===== src/rtl/pixel_word_packer.sv =====
// pixel_word_packer: packs one pixel per cycle, first pixel in the MSBs, into
// memory words and queues finished words in a 2-entry FIFO for the memory writer.
// Optional feature macro: PACKER_FLUSH_EN adds a flush input that pushes a
// partially filled word with its unfilled low pixels zero.
module pixel_word_packer #(
  parameter int MEM_WORD_BITS = 32,
  parameter int PIXEL_BITS    = 8
) (
  input  logic                     clk,
  input  logic                     reset,
  input  logic [PIXEL_BITS-1:0]    pixel_in,
  input  logic                     pixel_valid,
  output logic                     pixel_ready,
  output logic [MEM_WORD_BITS-1:0] word_out,
  output logic                     word_valid,
  input  logic                     word_taken,
  output logic                     partial,
  output logic                     buffer_empty
`ifdef PACKER_FLUSH_EN
  ,
  input  logic                     flush
`endif
);

  localparam int PIX_PER_WORD = MEM_WORD_BITS / PIXEL_BITS;
  localparam int IDX_W        = (PIX_PER_WORD > 1) ? $clog2(PIX_PER_WORD) : 1;
  localparam logic [IDX_W-1:0] LAST_IDX = IDX_W'(PIX_PER_WORD - 1);

  typedef enum logic [1:0] {
    FIFO_EMPTY,
    FIFO_ONE,
    FIFO_FULL
  } fifo_state_e;

  // Byte index: which pixel slot of the assembly word the next pixel fills.
  logic [IDX_W-1:0]         byte_idx;
  logic [MEM_WORD_BITS-1:0] assembly_q;
  logic [MEM_WORD_BITS-1:0] push_word;

  fifo_state_e              fifo_state;
  fifo_state_e              fifo_state_d;
  logic [MEM_WORD_BITS-1:0] head_q;
  logic [MEM_WORD_BITS-1:0] tail_q;

  logic accept;
  logic pop;
  logic complete_push;
  logic flush_push;
  logic push;

  // Ready depends only on registered state, so word_taken never reaches it combinationally.
  assign pixel_ready = !((byte_idx == LAST_IDX) && (fifo_state == FIFO_FULL));

  // Handshake decode and the push sources (word completion or flush).
  always_comb begin
    // NOTE: every always_comb output gets a default first so no path leaves it
    // unassigned; a missing default silently infers a latch.
    flush_push    = 1'b0;
    accept        = pixel_valid && pixel_ready;
    pop           = word_taken && (fifo_state != FIFO_EMPTY);
    complete_push = accept && (byte_idx == LAST_IDX);
`ifdef PACKER_FLUSH_EN
    // A flush blocked by a full FIFO is dropped; the caller keeps flush high.
    flush_push    = flush && (byte_idx != '0) && !complete_push &&
                    ((fifo_state != FIFO_FULL) || pop);
`endif
    push          = complete_push || flush_push;
  end

  // Merge an accepted pixel into its slot; this is the word pushed on completion or flush.
  always_comb begin
    push_word = assembly_q;
    for (int k = 0; k < PIX_PER_WORD; k++) begin
      if (accept && (byte_idx == IDX_W'(k))) begin
        push_word[MEM_WORD_BITS-1-k*PIXEL_BITS -: PIXEL_BITS] = pixel_in;
      end
    end
  end

  // Byte index FSM and assembly register; cleared on every push so unused slots read zero.
  always_ff @(posedge clk) begin
    // NOTE: sequential state uses non-blocking assignments so every register
    // samples pre-edge values regardless of statement order.
    if (reset) begin
      byte_idx   <= '0;
      assembly_q <= '0;
    end else if (push) begin
      byte_idx   <= '0;
      assembly_q <= '0;
    end else if (accept) begin
      byte_idx   <= byte_idx + 1'b1;
      assembly_q <= push_word;
    end
  end

  // FIFO state register.
  always_ff @(posedge clk) begin
    if (reset) begin
      fifo_state <= FIFO_EMPTY;
    end else begin
      fifo_state <= fifo_state_d;
    end
  end

  // FIFO next state and state-decoded outputs.
  always_comb begin
    fifo_state_d = fifo_state;
    word_valid   = (fifo_state != FIFO_EMPTY);
    partial      = (byte_idx != '0);
    buffer_empty = (byte_idx == '0) && (fifo_state == FIFO_EMPTY);
    unique case (fifo_state)
      FIFO_EMPTY: if (push) fifo_state_d = FIFO_ONE;
      FIFO_ONE: begin
        if (push && !pop)      fifo_state_d = FIFO_FULL;
        else if (!push && pop) fifo_state_d = FIFO_EMPTY;
      end
      FIFO_FULL:  if (pop && !push) fifo_state_d = FIFO_ONE;
      default:    fifo_state_d = FIFO_EMPTY;
    endcase
  end

  // FIFO storage: head feeds word_out directly; the tail shifts forward on pop.
  always_ff @(posedge clk) begin
    // NOTE: the two FIFO entries are reset because word_out must read zero
    // after reset; larger storage arrays would normally be left unreset.
    if (reset) begin
      head_q <= '0;
      tail_q <= '0;
    end else begin
      if (push && ((fifo_state == FIFO_EMPTY) || ((fifo_state == FIFO_ONE) && pop))) begin
        head_q <= push_word;
      end else if (pop && (fifo_state == FIFO_FULL)) begin
        head_q <= tail_q;
      end else if (pop) begin
        head_q <= '0;
      end
      if (push && ((fifo_state == FIFO_FULL) || ((fifo_state == FIFO_ONE) && !pop))) begin
        tail_q <= push_word;
      end
    end
  end

  assign word_out = head_q;

endmodule

===== config.mk =====
export PLATFORM = sky130hd
export DESIGN_NAME = pixel_word_packer
export DESIGN_NICKNAME = d
export VERILOG_FILES = /design/src/rtl/pixel_word_packer.sv
export SDC_FILE = /design/constraint.sdc
export NUM_CORES = 1
export LEC_CHECK = 0
export BUFFER_PORTS_ARGS = -buffer_cell sky130_fd_sc_hd__buf_4
export CAP_MARGIN = 20
export CORE_MARGIN = 4
export CORE_UTILIZATION = 55
export DETAILED_ROUTE_END_ITERATION = 12
export MAX_ROUTING_LAYER = met4
export PLACE_DENSITY = 0.87
export SLEW_MARGIN = 20
export SYNTH_ARGS = -nofsm -noshare
export SYNTH_HDL_FRONTEND = slang
export SYNTH_SLANG_ARGS = --single-unit

===== constraint.sdc =====
create_clock -name clk -period 1.97 [get_ports clk]
set_input_delay 0.0985 -clock clk [delete_from_list [all_inputs] [get_ports clk]]
set_output_delay 0.0985 -clock clk [all_outputs]
set_load 0.01 [all_outputs]

# Word-level counts from Yosys, hierarchy flattened
# Index checks and enable logic that the tools add are counted.
classes:
  addsub: 1
  n_reduce_logical: 27
  eq_ne: 8
  n_mux: 12
ops:
  columns: ["cell", "count"]
  rows:
  - ["32-bit two-way mux", 3]
  - ["8-bit two-way mux", 4]
  - ["1-bit logical AND", 15]
  - ["2-bit two-way mux", 4]
  - ["2-bit == test, second input constant", 3]
  - ["2-bit case mux with 3 select lines", 1]
  - ["2-bit by 1-bit == test with 1-bit output, second input constant", 2]
  - ["2-bit zero test", 2]
  - ["2-bit nonzero test", 2]
  - ["1-bit zero test", 3]
  - ["3-bit inequality test, second input constant", 1]
  - ["3-bit AND reduction", 1]
  - ["3-bit nonzero test", 1]
  - ["2-bit by 1-bit adder with 2-bit output, second input constant", 1]
  - ["1-bit logical OR", 2]
  - ["2-bit by 1-bit inequality test with 1-bit output, second input constant", 1]
  - ["2-bit inequality test, second input constant", 1]
  - ["2-bit OR reduction", 1]
totals:
  out_inout_bits: 36
  in_bits: 12
  ff_bits: 100
  wordCells: 53

# Logic depth before layout (Yosys ltp)
depth:
  word_depth: 10
  mapped_depth: 8
  depth_no_buf: 7

# Worst setup path before layout
# OpenSTA, ideal clock, no wires.
synth_path:
  path_kind: "reg-to-reg"
  start: "register byte_idx[0]"
  end: "register head_q[30], in the netlist word_out[30]"
  t_arrival_ns: 1.477
  stages_incl_launch_ff: 8
  period_less_slack_ns: 1.612
  setup_time_ns: 0.136
  path_buffers: 1
  setup_slack_ns: 0.358
  path_cell_list: "dfxtp_1 -> inv_1 -> ha_1 -> clkbuf_1 -> and3_1 -> a211oi_1 -> nand2b_1 -> a211oi_1"
synth_between:
  elab_chain_len: 7
  word_cells_on_any_way: 11
  cone_classes: "eq/ne (1); mux (2); reduce/logical (8)"
synth_rtl:
  columns: ["element", "line", "rtl"]
  rows:
  - ["start, declared", "36", "logic [IDX_W-1:0] byte_idx;"]
  - ["start signal, assigned", "91", "byte_idx <= byte_idx + 1'b1;"]
  - ["2-bit == test", "52, 61", null]
  - ["1-bit logical AND", "52", "assign pixel_ready = !((byte_idx == LAST_IDX) && (fifo_state == FIFO_FULL));"]
  - ["1-bit zero test", "52", null]
  - ["1-bit logical AND", "59", "accept = pixel_valid && pixel_ready;"]
  - ["1-bit logical AND (on tied branches)", "74, 61", null]
  - ["8-bit two-way mux / 1-bit logical AND (equally long branches)", "74, 130", null]
  - ["32-bit two-way mux / 3-bit nonzero test (equally long branches)", null, null]
  - ["end signal, assigned", "131", "head_q <= push_word;"]
  - ["end signal, assigned", "133", "head_q <= tail_q;"]
  - ["end, declared", "42", "logic [MEM_WORD_BITS-1:0] head_q;"]
# Parallel ways exist; a longest one is shown, timed or not.
# A chain may end at the register's enable or synchronous reset.

# Worst setup path in the final report
layout_path:
  start: "register byte_idx[1]"
  end: "register tail_q[12]"
layout_between:
  elab_chain_len: 6
  word_cells_on_any_way: 9
  cone_classes: "eq/ne (2); mux (1); reduce/logical (6)"
layout_rtl:
  columns: ["element", "line", "rtl"]
  rows:
  - ["2-bit == test", "52, 61", null]
  - ["1-bit logical AND", "52", null]
  - ["1-bit zero test", "52", null]
  - ["1-bit logical AND", "59", null]
  - ["1-bit logical AND (on tied branches)", "74, 61", null]
  - ["8-bit two-way mux / 1-bit logical AND (equally long branches)", "74, 137", null]
  - ["end signal, assigned", "138", "tail_q <= push_word;"]
  - ["end, declared", "43", "logic [MEM_WORD_BITS-1:0] tail_q;"]
# Parallel ways exist; a longest one is shown, timed or not.

==> impl_metrics.csv <==
group,metric,value,unit
run_status,status,"completed",
hold_path,hold_class,"in -> reg",
pwr,power_leakage,2.07,nW
place,place_ws,0.0543,ns
timing,final_hold_viol_count,0,
timing,min_period,1.88,ns
pwr,peakVddDrop,0.000413,V
routing,wl,10.7,mm
timing,finalCritPeriodShare,0.954,
timing,fmax,532,MHz
routing,drtAntennaViolNets,0,
critical_path,cp.arrival,2.14,ns
pwr,power_per_cell_area,715,nW/um2
routing,drt_iter0_markers,344,
place,port_buffers,47,
die,dieArea,9130,um2
cts,insertion_delay,0.36,ns
synthesis,ys_types,31,
cts,clockBufferDepth,2,
global_routing,grt_max_degree,39,
die,chipWidth,95.6,um
cts,cts_buffers,9,
synthesis,syn_area_per_cell,8.12,um2
cts,cts_tree,"done",
die,start_util,0.572,
die,num_io_pins,48,
global_routing,grt_antenna_before_repair,0,
routing,routed_via_density,5.98,
timing,worst_slew_pin_slew,0.527,ns
cts,cts.sinks,92,
synthesis,syn_nets,536,
timing,relSlewSlack,0.649,
global_routing,grt_use_total,0.256,
timing,setup_ws,0.0902,ns
synthesis,syn_inst,519,
timing,rsz0062_at_grt,"true",
critical_path,critPathMaxStageDelay,0.40,ns
critical_path,cp_max_fo,21,
die,rows,31,
cts,holdBufCountCts,0,
synthesis,yosysTopAreaCell,"dfxtp_1",
synthesis,synthTopCellsByArea,"dfxtp_1 (44%), a211oi_1 (9.8%), nor2_1 (9.0%), o21ai_0 (4.5%), a21boi_0 (4.3%)",
critical_path,critPathSlowestCell,"dfxtp_1",
global_routing,overflow,0,
die,die_h,95.6,um
final_layout,num_antenna_cells,0,
critical_path,endpoint_kind,"flop",
place,dp_hpwl,6.87,mm
synthesis,synth-seq-area-share,0.437,
critical_path,critPathRequiredTime,2.23,ns
critical_path,path_cells,"ha_2 > nand2_1 > nor3_4 > buf_4 > nor2_1 > a211oi_1",
critical_path,critPathKind,"reg -> reg",
routing,route.detailed.drc,0,
final_layout,drive_above_1_share,0.164,
routing,vias,3919,
synthesis,syn_area,4220,um2
place,gp_congestion,0.861,
timing,setup_viol,0,
routing,firstDrtPassIters,5,
final_layout,area_growth,15.3,%
critical_path,cp_top_family,"simple AND/OR/NAND/NOR gates",
final_layout,fillers,625,
timing,fin_tns_setup,0,ns
timing,slew_violations,0,
synthesis,ys_seq_elements,92,
critical_path,cp.buffers_inverters,1,
final_layout,ff_latch_area,1840,um2
final_layout,layout.nets,568,
global_routing,grt_pass1_wl,17.7,mm
cts,ctsHtreeMaxLevel,3,
synthesis,synth_top_area_share,0.437,
cts,clockRootBuffer,"clkbuf_8",
synthesis,ys_warn_count,0,
routing,routedWlPerCell,16.4,um
cts,post-cts-setup-buffers,0,
cts,clk_pin_slew,0.08,ns
global_routing,grt_pass1_vias,3785,
final_layout,multiInputGateArea,2160,um2
critical_path,worstSetupStartpointType,"flop",
timing,skew,0.00410,ns
flow_run,drv_cap,0,
die,coreArea,7370,um2
==> through the flow <==
step	std cells	instance area [um2]	utilization	power (W)	hold slack (ns)
after CTS	655	4840	0.657	0.00349	0.0174
after detailed placement	639	4660	0.632	0.00230	0.398
final	655	4860	0.660	0.00347	0.0293
after floorplan	519	4220	-	0.00216	0.234
after global placement	639	4660	0.632	0.00228	0.393
after global routing	655	4860	0.660	0.00362	0.0139
==> path summary, 6_finish.rpt <==
| check | from | endpoint | slack (ns) | depth (start not counted) |
|---|---|---|---|---|
| setup / recovery | byte_idx[1]$_SDFFE_PP0P_ | tail_q[12]$_SDFFE_PP0P_ | 0.09 | 6 |
| hold / removal | pixel_in[1] | tail_q[1]$_SDFFE_PP0P_ | 0.03 | 3 |
| setup reg to reg | byte_idx[1]$_SDFFE_PP0P_ | tail_q[12]$_SDFFE_PP0P_ | 0.09 | 6 |
| hold reg to reg | tail_q[3]$_SDFFE_PP0P_ | tail_q[3]$_SDFFE_PP0P_ | 0.46 | 2 |
==> synth_stat cells <==
library cell / count
nand2b_1: 11
nor2b_1: 25
or3_1: 1
nand2_1: 45
nor3b_4: 1
a21oi_1: 12
a222oi_1: 8
xnor2_1: 1
and2_1: 4
nand3_1: 2
a211oi_2: 2
clkbuf_1: 26
buf_1: 1
o21ai_0: 38
nor2_1: 101
ha_1: 5
or2_2: 1
buf_2: 12
and4b_1: 8
nand3b_1: 1
nand4bb_1: 1
clkbuf_2: 4
dfxtp_1: 92
o21ai_1: 3
nor3_2: 1
nand3b_2: 1
inv_1: 5
and3_1: 24
a21boi_0: 24
a211oi_1: 55
buf_4: 4
==> placed cells by master, fill, tap and decap left out <==
cell type	count
nand4bb_1	1
nand2b_1	11
or3_1	1
or2_2	1
nand3_1	2
ha_2	2
clkinv_2	5
dfxtp_1	92
nor3b_4	1
o21ai_1	3
a222oi_1	8
clkbuf_8	9
nor2b_1	25
a211oi_1	55
a21boi_0	21
nand2_1	45
a211oi_2	2
bufinv_16	1
clkbuf_1	1
buf_4	65
a21oi_1	12
nand3b_1	1
nand3b_4	1
and4b_1	8
nor3_4	1
inv_1	5
and2_1	4
o21ai_0	38
buf_12	1
nor2_1	101
and3_1	24
a21boi_1	3
buf_6	2
ha_1	3
xnor2_1	1
==> per-layer routing <==
metal / part of all wire / global-route usage / vias to the layer above
li1: - / - / 1863
met1: 0.40 / 0.298 / 1851
met2: 0.49 / 0.417 / 169
met3: 0.075 / 0.0513 / 36
met4: 0.032 / 0.133 / 0
met5: 0 / - / -
==> tightest hold or removal path: stages <==
cell,delay (ns)
buf_4,0.14
nand2_1,0.05
a21oi_1,0.05
==> sequential cells by signal, summed over array words and instances (netlist names) <==
register and flops:
word_out 32, tail_q 32, byte_idx 2, fifo_state 2, assembly_q 24
==> timing repair <==
item | CTS | global route
endpoints found under the setup margin | 4 | 33
resized for setup | 1 | 7
hold endpoints to repair | 0 | 0
==> where the power goes <==
part           switching, W  leakage, nW  internal [W]
registers         0.0000216        0.744       0.00190
logic              0.000204         1.23      0.000137
clock network      0.000635       0.0996      0.000576
==> area by class of cell <==
type	count	area share
multi-input combinational	375	0.445
timing repair buffer	68	0.109
tap	99	0.0255
clock buffer	10	0.0262
clock inverter	6	0.0113
sequential	92	0.379
inverter	5	0.00386
==> cells by family after synthesis <==
family                     count (synthesis)  synth area share
AOI/OAI and AO/OA                        142             0.228
xor gates and xnor gates                   1           0.00208
adders and majority gates                  5            0.0148
buffers and inverters                     52            0.0546
DFF                                       92             0.437
and+or+nand+nor                          227             0.263
Power figures use the tool's default switching activity.
